[src/rtl/comar_mask_gen.sv]
// Fresh-mask source for COMAR 2-share gadgets: a 32-bit LFSR stepped 7 bits at a time,
// seeded over a valid/ready handshake, with a warm-up period before masks are flagged valid.
module comar_mask_gen #(
    parameter int WARMUP = 32
) (
    input  logic        clk,
    input  logic        rst_n,
    input  logic [31:0] seed,
    input  logic        seed_valid,
    output logic        seed_ready,
    output logic        seed_err,
    input  logic        en,
    input  logic        common_refresh,
    output logic [5:0]  r,
    output logic        common_out,
    output logic        mask_valid
);

    // Seed handshake: a seed transfers on a rising edge where seed_valid && seed_ready;
    // seed_valid may be held without ready, and seed_ready does not depend on seed_valid.
    localparam int CW = (WARMUP > 1) ? $clog2(WARMUP) : 1;

    typedef enum logic [1:0] {ST_IDLE, ST_WARMUP, ST_RUN} state_t;

    state_t        state, state_nx;
    logic [31:0]   lfsr, lfsr_nx;
    logic [CW-1:0] cnt, cnt_nx;
    logic [5:0]    r_nx;
    logic          common_nx, seed_ready_nx, seed_err_nx, mask_valid_nx;
    logic          hs, seed_ok;
    logic [38:0]   step;
    logic [31:0]   step_s;
    logic [6:0]    step_b;

    // Seven serial shifts of x^32+x^22+x^2+x+1; returns {feedback bits, new state}.
    function automatic logic [38:0] step_f(input logic [31:0] s_in);
        logic [31:0] s;
        logic [6:0]  b;
        logic        fb;
        s = s_in;
        b = '0;
        for (int k = 0; k < 7; k++) begin
            fb   = s[31] ^ s[21] ^ s[1] ^ s[0];
            b[k] = fb;
            s    = {s[30:0], fb};
        end
        return {b, s};
    endfunction

    assign step    = step_f(lfsr);
    assign step_s  = step[31:0];
    assign step_b  = step[38:32];
    assign hs      = seed_valid & seed_ready;
    assign seed_ok = (seed != 32'h0);

    always_comb begin
        state_nx    = state;
        lfsr_nx     = lfsr;
        cnt_nx      = cnt;
        r_nx        = r;
        common_nx   = common_out;
        seed_err_nx = hs & ~seed_ok;
        case (state)
            ST_IDLE: begin
                if (hs && seed_ok) begin
                    lfsr_nx  = seed;
                    cnt_nx   = '0;
                    state_nx = ST_WARMUP;
                end
            end
            ST_WARMUP: begin
                lfsr_nx = step_s;
                r_nx    = step_b[5:0];
                cnt_nx  = cnt + 1'b1;
                if (cnt == CW'(WARMUP - 1)) begin
                    common_nx = step_b[6];
                    cnt_nx    = '0;
                    state_nx  = ST_RUN;
                end
            end
            ST_RUN: begin
                // A reseed takes priority over en in the same cycle.
                if (hs && seed_ok) begin
                    lfsr_nx  = seed;
                    cnt_nx   = '0;
                    state_nx = ST_WARMUP;
                end else if (en) begin
                    lfsr_nx = step_s;
                    r_nx    = step_b[5:0];
                    if (common_refresh) begin
                        common_nx = step_b[6];
                    end
                end
            end
            default: state_nx = ST_IDLE;
        endcase
        seed_ready_nx = (state_nx != ST_WARMUP);
        mask_valid_nx = (state == ST_RUN) && (state_nx == ST_RUN);
    end

    always_ff @(posedge clk or negedge rst_n) begin
        if (!rst_n) begin
            state      <= ST_IDLE;
            lfsr       <= '0;
            cnt        <= '0;
            r          <= '0;
            common_out <= 1'b0;
            mask_valid <= 1'b0;
            seed_ready <= 1'b0;
            seed_err   <= 1'b0;
        end else begin
            state      <= state_nx;
            lfsr       <= lfsr_nx;
            cnt        <= cnt_nx;
            r          <= r_nx;
            common_out <= common_nx;
            mask_valid <= mask_valid_nx;
            seed_ready <= seed_ready_nx;
            seed_err   <= seed_err_nx;
        end
    end

endmodule

[config.mk]
export PLATFORM = sky130hd
export DESIGN_NAME = comar_mask_gen
export DESIGN_NICKNAME = d
export VERILOG_FILES = /design/src/rtl/comar_mask_gen.sv
export SDC_FILE = /design/constraint.sdc
export NUM_CORES = 1
export LEC_CHECK = 0
export BUFFER_PORTS_ARGS = -buffer_cell sky130_fd_sc_hd__buf_2
export CAP_MARGIN = 40
export CORE_MARGIN = 4
export CORE_UTILIZATION = 40
export CTS_BUF_LIST = sky130_fd_sc_hd__clkbuf_2
export CTS_CLUSTER_SIZE = 12
export DETAILED_ROUTE_END_ITERATION = 7
export GPL_TIMING_DRIVEN = 0
export HOLD_SLACK_MARGIN = 0.12
export SYNTH_ARGS = -nofsm -noshare
export SYNTH_HDL_FRONTEND = slang
export SYNTH_SLANG_ARGS = --single-unit
[constraint.sdc]
create_clock -name clk -period 2.45 [get_ports clk]
set_input_delay 0.3675 -clock clk [delete_from_list [all_inputs] [get_ports clk]]
set_output_delay 0.3675 -clock clk [all_outputs]
set_load 0.01 [all_outputs]
==> results list <==
- The synthesized design devotes to its leading area cell type about two fifths of total area.
- Synthesis produced a netlist whose cell count is roughly 320.
- The die is 96.0 um tall.
- When the netlist entered floorplanning its net count stood at 362.
- Worst Min Path Start: seed[26]
* Max stage delay on crit path: ~470 ps
* Area of the core: 7370 sq um
- After synthesis, the share of flip-flops with an asynchronous set or reset is 100%.
- The path with the worst hold slack has its endpoint at lfsr[26].
- After detailed routing, the number of vias per cell comes to 5.94.
- HP Class: primary input to flop
- The synthesized design contains 0 enable-type register cells.
- Critical path data required time: 2820 ps
* Final critical path time including I/O delays and setup: 2240 ps
- Antenna cell count: 0
- TritonCTS built the clock tree.
- TritonCTS created 5 clock buffers.
* CP max stage cell: dfrtp_2
- Via count of the routed design: 2,827
* Cell repeated most along the worst path: inv_1
- Peak clock frequency supported by timing: 446 MHz
- First drt pass iteration count: 4
* Crit end category: flop
- The flow ran to the end, and the final reports show no timing, DRC or antenna violations.
- The setup check on the worst reg-to-reg path leaves a slack of 210 ps.
* Count of state elements after synthesis: 49
* Capturing point of the worst reg2reg path: lfsr[13]
- Clock-pin slew was measured on the worst setup and hold paths at 290 ps.
- The net count of the finished layout is about 420.
- Maximum vdd drop: 0.000508 V
* Area post-placement: 3470 sq um
- Netlist area before placement: 3100 sq um
- Pre-CTS setup slack: -193 ps
- All-layer global routing usage: 20.7%
* Slew at the pin closest to its max-slew limit: 639 ps
* Main area contributors after synthesis: dfrtp_1 40%, a31oi_1 5.9%, nand3_1 4.7%
- The worst pin sits at a relative slew slack of 57.3%.
* Worst hold margin: 150 ps
* RSZ-0062 raised after global routing: false
* PortBufs: 46
* Initial core utilization: around 42%
- Design Area, Final: 3580 sq um
- WL/cell: approximately 19 um
* Latest clock arrival within the worst-skew pair: 470 ps
* Post-synthesis average cell area: slightly below 10 sq um
- Htree depth: 2
- Worst Setup Path Type: flop to flop
- Leakage power of the design: 1.46 nW
- The final count of pins violating max slew came to 0.
* Root buffer cell: clkbuf_2
- Clock skew on the completed layout was measured at ~36 ps.
* Gp weighted congestion: 0.887
- The startpoint identified for the worst register-to-register timing path is state[0].
- In the finished design, the share of the clock period the worst path needs comes to about nine tenths.
- Worst reg-to-reg path cell count: 8
- The detail route stage leaves a number of antenna-violating nets equal to 0.
* Largest net degree at the start of global routing: 27
- The post-route netlist has between 20 and 30% of its cells at a drive strength greater than 1.
- In this run the deepest clock path goes through 2 buffers.
- Arrival time of data at the critical path endpoint: 2610 ps
* Number of violations of the max-capacitance limit: 0
- Grt ovf: 0
- DIE AREA: 9210 sq um
- The total count of hold-check failures in the final report was 0.
- Across all setup checks in the final design, the least slack found is 206 ps.
* Final number of setup-violating endpoints: 0
- Synth-to-Final Area Change: 15.6%
- During I/O placement, the number of pins put on the boundary was 47.
- The critical path goes through inv_1, ha_1, buf_2, inv_1, nor2_1, clkbuf_2, a31oi_1, o31ai_1.
- Number of antenna violations at the first check in global routing: 0
* Number of global-route vias before repair: 2,742
* Dominant register cell in the synthesized netlist: dfrtp_1
- Cell with the most instances after synthesis: dfrtp_1
- After the first detailed-routing iteration, the DRC count stood at 199.
- The floorplan step set the die width to 96.0 um.
- Proportion of synthesized chip area in sequential cells: 39.6%
* Post-DP HPWL: around 7000 um
* Total power density per cell area: 1490 nW/um^2
- After detailed routing, the number of remaining DRC violations is 0.
- Worst Setup Start Kind: flop
* First-pass GRT wire length: 14,400 um
* Number of sinks on the clock net: 49
- Std-Cell Rows: 31
- Yosys warning total: 0
- In the synthesized netlist, the cells that appear most often are 49 x dfrtp_1, 29 x a31oi_1, 29 x nand3_1, 26 x o21ai_0, 22 x nor3_1.
- In this run the worst path has a maximum fanout of 10.
* Library cell occupying the most area in the post-synthesis netlist: dfrtp_1
- Source of the critical timing path: state[0]
- WHS Path Cells: 3
- Final Routed Wirelength: 9120 um
- Distinct cell type count of the synthesized netlist: 52
-- worst max-delay path by stage --
stage	end	slack [ps]	cells after the start
2_1_floorplan	lfsr[25]	410	8
3_3_place_gp	lfsr[3]	-150	8
3_5_place_dp	lfsr[29]	-190	8
4_1_cts	lfsr[9]	20	8
5_1_grt	lfsr[12]	20	8
6_report	lfsr[13]	210	8
-- critical path, delay by kind of cell, from the launching register on --
kind	cells	cell delay [ps]
buf+inv	4	720
fa+ha+maj	1	280
flops	1	470
compound gates	2	360
simple gates	1	330
-- where the power goes --
group | switching [mW] | internal, mW | total (mW)
clock network | 0.283 | 0.168 | 0.452
registers | 0.332 | 1.18 | 1.51
logic | 1.86 | 1.53 | 3.38
total | 2.47 | 2.87 | 5.35
-- layout make-up --
| class | instances | area [sq um] |
|---|---|---|
| multi-input combinational | 237 | 1710 |
| buffer | 25 | 146 |
| clock inverter | 3 | 41.3 |
| timing repair buffer | 50 | 278 |
| tap | 99 | 124 |
| fill | 728 | 3790 |
| inverter | 8 | 30.0 |
| clock buffer | 5 | 25.0 |
| sequential | 49 | 1230 |
-- kinds of logic after synthesis --
family	count (synthesis)	share of synthesized area, %
XOR/XNOR	18	7.11
AND/OR/NAND/NOR	99	18.7
buffers and inverters	33	5.42
AO/OA/AOI/OAI	104	22.7
multiplexers	10	4.00
adder cells (fa/ha/maj)	6	2.43
flip-flops	49	39.6
-- sequential cells by signal (all words and copies together) (netlist names) --
register	flops
r	6
lfsr	32
common_out	1
state	2
seed_err	1
seed_ready	1
mask_valid	1
cnt	5
-- stage by stage --
step,util [%],setup TNS [ps],cells,power [mW]
6_report,48.6,0,476,5.35
5_1_grt,48.6,0,476,5.75
4_1_cts,48.2,0,474,5.34
3_5_place_dp,47.1,-1900,465,4.87
3_3_place_gp,46.8,-1900,464,4.78
2_1_floorplan,-,0,319,3.98
-- layer usage --
| metal | track usage, % | routed length [um] | vias up | share of wire (%) |
|---|---|---|---|---|
| met3 | 4.22 | 643 | 17 | 7.1 |
| met2 | 32.7 | 4300 | 89 | 47 |
| met5 | 0 | 0 | - | 0 |
| met4 | 6.40 | 195 | 0 | 2.1 |
| met1 | 28.6 | 3980 | 1392 | 44 |
| li1 | - | - | 1329 | - |
-- cell usage in the layout (no fill, tap or decap), drive strengths merged, types with 2 or more instances in the layout --
cell type	netlist	final
clkbuf	11	16
nor4	10	10
o22ai	3	3
mux2	10	10
xnor2	14	14
nand4	4	4
a211oi	3	3
ha	6	6
or2	2	2
dlygate4sd3	0	2
o221ai	5	5
nor2b	2	2
xnor3	2	2
inv	8	8
a21oi	14	14
o21ai	29	29
buf	14	62
nand3	29	29
and4	2	2
nand2	8	8
nor2	13	13
o31ai	6	6
o31a	6	6
dfrtp	49	49
a32o	2	2
o2bb2ai	3	3
a31oi	29	29
nor3	24	24
-- timing repair --
| action | CTS | global route |
|---|---|---|
| endpoints found under the hold margin | 23 | 1 |
| pin swaps | 0 | 1 |
| hold buffers | 1 | 1 |
| buffers inserted | 0 | 1 |
| endpoints found under the setup margin | 26 | 38 |
| resized for setup | 5 | 8 |
Power figures use the tool's default switching activity.
